## config.mk

```make
export PLATFORM = sky130hd
export DESIGN_NAME = lift_call_arbiter
export DESIGN_NICKNAME = d
export VERILOG_FILES = /design/src/rtl/lift_call_arbiter.sv
export SDC_FILE = /design/constraint.sdc
export NUM_CORES = 1
export LEC_CHECK = 0
export CAP_MARGIN = 5
export CELL_PAD_IN_SITES_DETAIL_PLACEMENT = 0
export CELL_PAD_IN_SITES_GLOBAL_PLACEMENT = 1
export CORE_MARGIN = 8
export CORE_UTILIZATION = 24
export DETAILED_ROUTE_END_ITERATION = 8
export GPL_TIMING_DRIVEN = 1
export PLACE_DENSITY = 0.69
export SLEW_MARGIN = 5
export SYNTH_ARGS = -nofsm -noshare
export SYNTH_HDL_FRONTEND = slang
export SYNTH_SLANG_ARGS = --single-unit
```

## constraint.sdc

```tcl
create_clock -name clk -period 1.79 [get_ports clk]
set_clock_uncertainty 0.05 [all_clocks]
set_input_delay 0.358 -clock clk [delete_from_list [all_inputs] [get_ports clk]]
set_output_delay 0.358 -clock clk [all_outputs]
set_load 0.01 [all_outputs]
```

## src/rtl/lift_call_arbiter.sv

```systemverilog
// lift_call_arbiter: latches hall-call buttons into pending flags, clears them on
//   arrival, and picks one call per cycle as a 3-bit request code for the lift FSM.
// Latency: press -> pending 1 edge (DEBOUNCE_CYC+1 with debounce), pending -> req_code 1 edge.
// Backpressure: none; req_code is re-evaluated every cycle from the registered pending flags.
//
// Optional feature macro: LIFT_CALL_DEBOUNCE_EN (per-button debounce counters).
//
// Ports:
//   clk        single clock, all state on rising edge
//   rst_n      asynchronous active-low reset
//   btn[5:0]   hall buttons, bit0..5 = 1U,2U,3U,2D,3D,4D, active high
//   floor[1:0] current car floor (0..3 = floors 1..4)
//   arrive     1-cycle pulse: car stopped at floor, doors opening
//   dir[1:0]   FSM direction: 00 UP, 01 DOWN, 10/11 STAY
//   req_code   selected call: 001 1U, 010 2U, 011 3U, 110 2D, 111 3D, 100 4D, 000 none
//   req_valid  1 when req_code != 000
//   pending    registered pending-call flags, same bit order as btn
module lift_call_arbiter #(
  parameter int DEBOUNCE_CYC = 4,
  parameter int CNT_W        = 3
) (
  input  logic       clk,
  input  logic       rst_n,
  input  logic [5:0] btn,
  input  logic [1:0] floor,
  input  logic       arrive,
  input  logic [1:0] dir,
  output logic [2:0] req_code,
  output logic       req_valid,
  output logic [5:0] pending
);

  typedef enum logic [1:0] {
    ST_IDLE = 2'd0,
    ST_UP   = 2'd1,
    ST_DOWN = 2'd2
  } state_t;

  state_t     state;
  state_t     state_d;
  state_t     sel_tgt;
  logic [5:0] qual;
  logic [5:0] clr;
  logic [2:0] sel_code;
  logic [2:0] code_d;
  logic       valid_d;

  // Counter must be able to reach DEBOUNCE_CYC without wrapping.
  generate
    if ((2 ** CNT_W) <= DEBOUNCE_CYC) begin : g_cnt_w_too_small
      $error("lift_call_arbiter: CNT_W too narrow for DEBOUNCE_CYC");
    end
  endgenerate

  // Button qualification
`ifdef LIFT_CALL_DEBOUNCE_EN
  logic [5:0][CNT_W-1:0] cnt;

  // Saturating at all-ones keeps a long press from re-hitting DEBOUNCE_CYC.
  always_ff @(posedge clk or negedge rst_n) begin
    if (!rst_n) begin
      cnt <= '0;
    end else begin
      for (int i = 0; i < 6; i++) begin
        if (!btn[i]) begin
          cnt[i] <= '0;
        end else if (cnt[i] != {CNT_W{1'b1}}) begin
          cnt[i] <= cnt[i] + 1'b1;
        end
      end
    end
  end

  always_comb begin
    qual = '0;
    for (int i = 0; i < 6; i++) begin
      qual[i] = (cnt[i] == CNT_W'(DEBOUNCE_CYC));
    end
  end
`else
  always_comb begin
    qual = btn;
  end
`endif

  // Clear mask: calls at the arrival floor that the current sweep serves.
  // Floors 0 and 3 each carry a single call, so they clear in any state.
  always_comb begin
    clr = '0;
    if (arrive) begin
      case (floor)
        2'd0: clr[0] = 1'b1;
        2'd3: clr[5] = 1'b1;
        default: begin
          if (state != ST_DOWN) clr[floor] = 1'b1;
          if (state != ST_UP)   clr[{1'b0, floor} + 3'd2] = 1'b1;
        end
      endcase
    end
  end

  // Set then clear, so clear wins on a same-cycle collision.
  always_ff @(posedge clk or negedge rst_n) begin
    if (!rst_n) begin
      pending <= '0;
    end else begin
      pending <= (pending | qual) & ~clr;
    end
  end

  // Candidate search over registered pending. Up call bit f sits at floor f;
  // down call bit 3+k sits at floor k+1.
  logic       up_hi_vld, up_lo_vld, dn_lo_vld, dn_hi_vld;
  logic [1:0] up_hi_f, up_lo_f, dn_lo_f, dn_hi_f;

  always_comb begin
    up_hi_vld = 1'b0; up_hi_f = '0;   // lowest up-call at or above car
    up_lo_vld = 1'b0; up_lo_f = '0;   // lowest up-call anywhere
    dn_lo_vld = 1'b0; dn_lo_f = '0;   // highest down-call at or below car
    dn_hi_vld = 1'b0; dn_hi_f = '0;   // highest down-call anywhere
    for (int f = 2; f >= 0; f--) begin
      if (pending[f]) begin
        up_lo_vld = 1'b1;
        up_lo_f   = 2'(f);
        if (2'(f) >= floor) begin
          up_hi_vld = 1'b1;
          up_hi_f   = 2'(f);
        end
      end
    end
    for (int k = 0; k < 3; k++) begin
      if (pending[3 + k]) begin
        dn_hi_vld = 1'b1;
        dn_hi_f   = 2'(k + 1);
        if (2'(k + 1) <= floor) begin
          dn_lo_vld = 1'b1;
          dn_lo_f   = 2'(k + 1);
        end
      end
    end
  end

  // Code = {is_down, floor+1} truncated to 2 bits, which maps 4D onto 100.
  function automatic logic [2:0] up_code(input logic [1:0] f);
    logic [1:0] n;
    n = f + 2'd1;
    return {1'b0, n};
  endfunction

  function automatic logic [2:0] dn_code(input logic [1:0] f);
    logic [1:0] n;
    n = f + 2'd1;
    return {1'b1, n};
  endfunction

  // Selection and the sweep direction it implies.
  always_comb begin
    sel_code = 3'b000;
    sel_tgt  = ST_IDLE;
    case (state)
      ST_IDLE: begin
        if (up_lo_vld) begin
          sel_code = up_hi_vld ? up_code(up_hi_f) : up_code(up_lo_f);
          sel_tgt  = ST_UP;
        end else if (dn_hi_vld) begin
          sel_code = dn_lo_vld ? dn_code(dn_lo_f) : dn_code(dn_hi_f);
          sel_tgt  = ST_DOWN;
        end
      end
      ST_UP: begin
        if (up_hi_vld) begin
          sel_code = up_code(up_hi_f);
          sel_tgt  = ST_UP;
        end else if (dn_hi_vld) begin
          sel_code = dn_code(dn_hi_f);
          sel_tgt  = ST_DOWN;
        end else if (up_lo_vld) begin
          sel_code = up_code(up_lo_f);
          sel_tgt  = ST_UP;
        end
      end
      ST_DOWN: begin
        if (dn_lo_vld) begin
          sel_code = dn_code(dn_lo_f);
          sel_tgt  = ST_DOWN;
        end else if (up_lo_vld) begin
          sel_code = up_code(up_lo_f);
          sel_tgt  = ST_UP;
        end else if (dn_hi_vld) begin
          sel_code = dn_code(dn_hi_f);
          sel_tgt  = ST_DOWN;
        end
      end
      default: begin
        sel_code = 3'b000;
        sel_tgt  = ST_IDLE;
      end
    endcase
  end

  // FSM process 1: state register
  always_ff @(posedge clk or negedge rst_n) begin
    if (!rst_n) begin
      state <= ST_IDLE;
    end else begin
      state <= state_d;
    end
  end

  // FSM process 2: next state. A moving car (dir UP/DOWN) pins the sweep
  // direction while calls remain; STAY leaves the selection rules in charge.
  always_comb begin
    state_d = sel_tgt;
    if (pending != 6'd0) begin
      if (dir == 2'b00) begin
        state_d = ST_UP;
      end else if (dir == 2'b01) begin
        state_d = ST_DOWN;
      end
    end
  end

  // FSM process 3: outputs (registered below)
  always_comb begin
    code_d  = sel_code;
    valid_d = (sel_code != 3'b000);
  end

  always_ff @(posedge clk or negedge rst_n) begin
    if (!rst_n) begin
      req_code  <= 3'b000;
      req_valid <= 1'b0;
    end else begin
      req_code  <= code_d;
      req_valid <= valid_d;
    end
  end

endmodule

```

[Yosys cells after proc, flatten, opt, wreduce, memory -nomap -nowiden]
Cells that the tools add are included.
Storage, ports and cells
  register bits: 12
  input bits: 13
Cells by class
  add/subtract/negate cells: 5
  $lt $le $gt $ge: 10
  equal/unequal tests: 6
  muxes and demuxes: 69
  bitwise operators: 4
  reduce and logical (&&, ||, !) cells: 8
Operators with widths (number)
  $mux 2: 26
  $mux 1: 24
  $mux 6: 4
  $mux 3: 7
  $or 6x6->6: 2
  $pmux 3 s3: 1
  $add 2x1->2 const B: 4
  $mux 4: 2
  $and 6x6->6: 1
  $logic_not 2->1: 3
  $not 6->6: 1
  $pmux 2 s3: 1
  $reduce_bool 6->1: 1
  $eq 2x1->1 const B: 2
  $eq 2x2->1 const B: 2
  $ge 1x2->1 const A: 2
  $le 2x2->1 const A: 2
  $lt 2x4->1 const B: 1
  $lt 3x4->1 const B: 1
  $pmux 1 s2: 2
  $add 2x2->3 const B: 1
  $demux 1 s3: 1
  $ge 3x1->1 const B: 1
  $reduce_bool 3->1: 1
  8 further kinds: 9

[Logic depth before layout (Yosys ltp)]
  word-level depth: 13
  depth in mapped cells: 7
  gate-level depth less buffers: 7

[Worst setup path after synthesis]
No wires, ideal clock.
  kind: input-to-reg
  start point: in floor[0]
  end point: reg req_valid
  arrival: 1590 ps
  data required time: 1604 ps
  path slack: 14 ps
  stages on the path: 7
  cells stage by stage: inv_1 -> ha_1 -> o21a_1 -> nor3_1 -> a41oi_1 -> o21ai_0 -> nand4bb_1
On the way
  longest elaborated chain between the ends: 13
  elaborated cells between the ends (all ways): 40
  those cells by class: add/sub (2); order compare (6); mux (31); reduce/logical (1)
Ends and longest elaborated chain
  start, declared: RTL line 25  | input logic [1:0] floor,
  $le 1x2->1: RTL line 135  | if (2'(k + 1) <= floor) begin
  $mux 1: RTL line 135
  $mux 1: RTL line 132  | if (pending[3 + k]) begin
  $mux 2: RTL line 135
  $mux 2: RTL line 132
  $mux 2: RTL line 135
  $mux 2: RTL line 132
  $add 2x1->2: RTL line 152  | n = f + 2'd1;
  $mux 2: RTL line 166  | sel_code = dn_lo_vld ? dn_code(dn_lo_f) : dn_code(dn_hi_f);
  $mux 3: RTL line 165  | end else if (dn_hi_vld) begin
  $mux 3: RTL line 162  | if (up_lo_vld) begin
  $pmux 3 s3 (*): RTL line 160  | case (state)
  $reduce_bool 3->1 (*): RTL line 226  | valid_d = (sel_code != 3'b000);
  named net valid_d: RTL line 46  | logic valid_d;
  end signal, assigned: RTL line 235  | req_valid <= valid_d;
  end, declared: RTL line 29  | output logic req_valid,
Mark *: on every way through the listed nets, which the timed path passes. The rest lies on a longest branch.

[Final worst setup path]
  start point: reg pending[2]
  end point: out pending[2]
RTL lines
  start, declared: RTL line 30  | output logic [5:0] pending
  start signal, assigned: RTL line 107  | pending <= (pending | qual) & ~clr;
No word-level cell between the ends.

==> impl_metrics.toml <==
[global_route]
grt_pass1_vias = 1036
gr-usage-met3_pct = 3.07
grt_max_degree = 13
grt.overflow.total = 0
grt-busiest-layer = "met2"
use_met2_pct = 17.5
grt_util_met1_pct = 10.6
antenna_found_initial = 0
track_usage_pct = 10.1
grt_pass1_wl_microns = 4780

[cts]
cts.hold.buffers_added = 0
root_buffer = "clkbuf_4"
cts_htree_levels = 1
cts_buffers = 3
clk_pin_slew_ns = 0.09
clk-insertion-delay-late_ns = 0.30
cts_tree = "done"
clk_path_buf_depth = 2
clkSinkCount = 12

[placed_design]
post-place-ws_ns = -0.604
portBuffers = 22
dp_hpwl_microns = 2180
dp.cells = 191
gp_congestion = 0.918

[sta]
drv_slew = 0
relSlewSlack_pct = 62.0
period_share_pct = 97.4
tightest_slew_ns = 0.568
finalSetupViolations = 0
hold_viol = 0
setup_slack_ns = 0.0461
rsz0062_at_grt = "yes"
maxClockFrequency_ghz = 0.573
finalCriticalPeriod_ns = 1.74
holdWs_ns = 0.367

[worst_setup_path]
cp_top_family = "buffers and inverters"
worstSetupPathType = "reg -> out"
arrival_ns = 1.34
critPathBufInv = 1
crit_chain = "clkdlybuf4s50_1"
crit_path_top_delay_cell = "clkdlybuf4s50_1"
r2r_cells = 6
crit_path_max_incr_delay_ns = 0.57
reg2reg_slack_ns = 0.08
required_ns = 1.38
critPathCaptureType = "primary output"
cp_max_fo = 7
reg2reg_from = "pending[5]$_DFF_PN0_"
r2r_end = "req_valid$_DFF_PN0_"
crit_path_start_kind = "flip-flop"

[synth]
syn-num-nets = 117
ys_seq_area_share_pct = 34.5
postSynthCellCount = 99
postSynthAreaPerCell_sq_um = 8.78
yosys.area.top_type = "dfrtp_1"
yosysWarnings = 0
synthDominantCellAreaShare_pct = 34.5
yosys_register_bits = 12
yosys-top-cells-area = "dfrtp_1 (35%), ha_1 (7.2%), a21oi_1 (6.3%)"
synthesis.area_sq_um = 870
synth_cell_types = 35

[drt]
drc = 0
vias = 938
wl_per_cell_microns = 14.2
drtIter0Drc = 34
drt_pass1_iterations = 4
vias_per_cell = 4.71
ant_nets = 0
wirelength_microns = 2830

[cells_and_area]
diodes = 0
finalCoreUtilization_pct = 40.3
finalNetCount = 170
fin_cells = 199
syn2layout_area_growth_pct = 66.0
drive_gt1_share_pct = 39.1

[power]
p_leak_nw = 0.624
power_density_mw_per_mm2 = 679
peakVddDrop_uv = 206

[die]
core_sq_mm = 0.00358
fp.dieH_microns = 76.2
fp.dieW_microns = 76.2
pin_count = 23
die_area_sq_mm = 0.00581
start_util_pct = 24.3
rows = 22

[run_status]
status = "finished, final reports clean"

[min_path]
holdCritPathClass = "in -> async"

[run]
drv_cap = 0
logic make-up after synthesis:
| group | Yosys count | synth area share, % |
|---|---|---|
| muxes | 1 | 1.29 |
| AOI/OAI and AO/OA | 32 | 25.2 |
| buffers and inverters | 9 | 7.34 |
| and+or+nand+nor | 40 | 24.5 |
| adders and majority gates | 5 | 7.19 |
| DFF | 12 | 34.5 |
how the worst max path moves through the flow:
stage,from,to,slack (ns),depth (start not counted)
2_1_floorplan,floor[0],req_valid$_DFF_PN0_,0.01,7
3_3_place_gp,floor[1],req_valid$_DFF_PN0_,-0.59,9
3_5_place_dp,floor[1],req_valid$_DFF_PN0_,-0.60,9
4_1_cts,floor[1],req_valid$_DFF_PN0_,0.0006,9
5_1_grt,pending[5]$_DFF_PN0_,req_valid$_DFF_PN0_,-0.02,6
6_report,pending[2]$_DFF_PN0_,pending[2],0.05,1
Yosys cell counts:
| cell type | number |
|---|---|
| a2111o_1 | 1 |
| a21o_2 | 1 |
| a21oi_1 | 11 |
| a21oi_2 | 1 |
| a221o_2 | 1 |
| a221oi_1 | 3 |
| a22oi_1 | 1 |
| a31oi_1 | 1 |
| a41o_1 | 1 |
| a41oi_1 | 1 |
| and2_2 | 1 |
| and2b_2 | 1 |
| and3_1 | 2 |
| buf_6 | 4 |
| dfrtp_1 | 12 |
| ha_1 | 5 |
| inv_1 | 5 |
| mux2_2 | 1 |
| nand2_1 | 4 |
| nand2b_1 | 3 |
| nand3_1 | 5 |
| nand4_1 | 1 |
| nand4bb_1 | 1 |
| nor2_1 | 13 |
| nor2b_1 | 2 |
| nor3_1 | 2 |
| o211ai_1 | 1 |
| o21a_1 | 2 |
| o21ai_0 | 4 |
| o21bai_1 | 1 |
| o221ai_1 | 1 |
| o22ai_1 | 1 |
| or2b_2 | 1 |
| or3_1 | 2 |
| or3_2 | 2 |
report_power, final:
part / total (W) / internal (W) / leakage [nW] / switching (W)
clock network: 0.000234 / 0.000124 / 0.0210 / 0.000110
logic: 0.000404 / 0.000229 / 0.473 / 0.000175
registers: 0.000343 / 0.000312 / 0.130 / 0.0000313
total: 0.000981 / 0.000665 / 0.624 / 0.000316
stage by stage:
| stage | total power, W | instance area, sq um | TNS, ns |
|---|---|---|---|
| 2_1_floorplan | 0.000514 | 870 | 0 |
| 3_3_place_gp | 0.000714 | 1300 | -3.70 |
| 3_5_place_dp | 0.000717 | 1300 | -4.02 |
| 4_1_cts | 0.000981 | 1410 | 0 |
| 5_1_grt | 0.00105 | 1440 | -0.0174 |
| 6_report | 0.000981 | 1440 | 0 |
timing repair:
item	CTS	global route
gates resized for setup	20	12
pin swaps	1	4
setup buffers	3	1
cloned	0	0
endpoints found under the setup margin	10	7
per-layer routing:
layer	up-vias	wire length [microns]
li1	467	-
met1	437	1220
met2	28	1390
met3	6	152
met4	0	67
met5	-	0
layout make-up:
class,count,area [sq um]
clock buffers,4,36.3
fillers,373,2130
inverters,5,18.8
multi-input cells,78,578
flip-flops and latches,12,302
well taps,48,60.1
repair buffers,52,449
flip-flops by register name (all words and copies together) (netlist names):
register / cells
pending: 6
state: 2
req_code: 3
req_valid: 1
cells in the final DEF (no fill, tap or decap), drive strengths merged:
cell type       n
ha              5
or3             4
buf            30
o22ai           1
nor2           13
a21o            1
clkbuf          6
inv             5
nand4bb         1
dfrtp          12
nand2           4
a221o           1
a41o            1
nand4           1
nand3           5
clkdlybuf4s50  16
nor3            2
and3            2
or2b            1
dlygate4sd2     1
o211ai          1
and2            1
o21a            2
dlymetal6s2s    3
o221ai          1
a2111o          1
and2b           1
a221oi          3
o21bai          1
a22oi           1
a41oi           1
mux2            1
a31oi           1
o21ai           4
nand2b          3
nor2b           2
a21oi          12
Power figures use the tool's default switching activity.
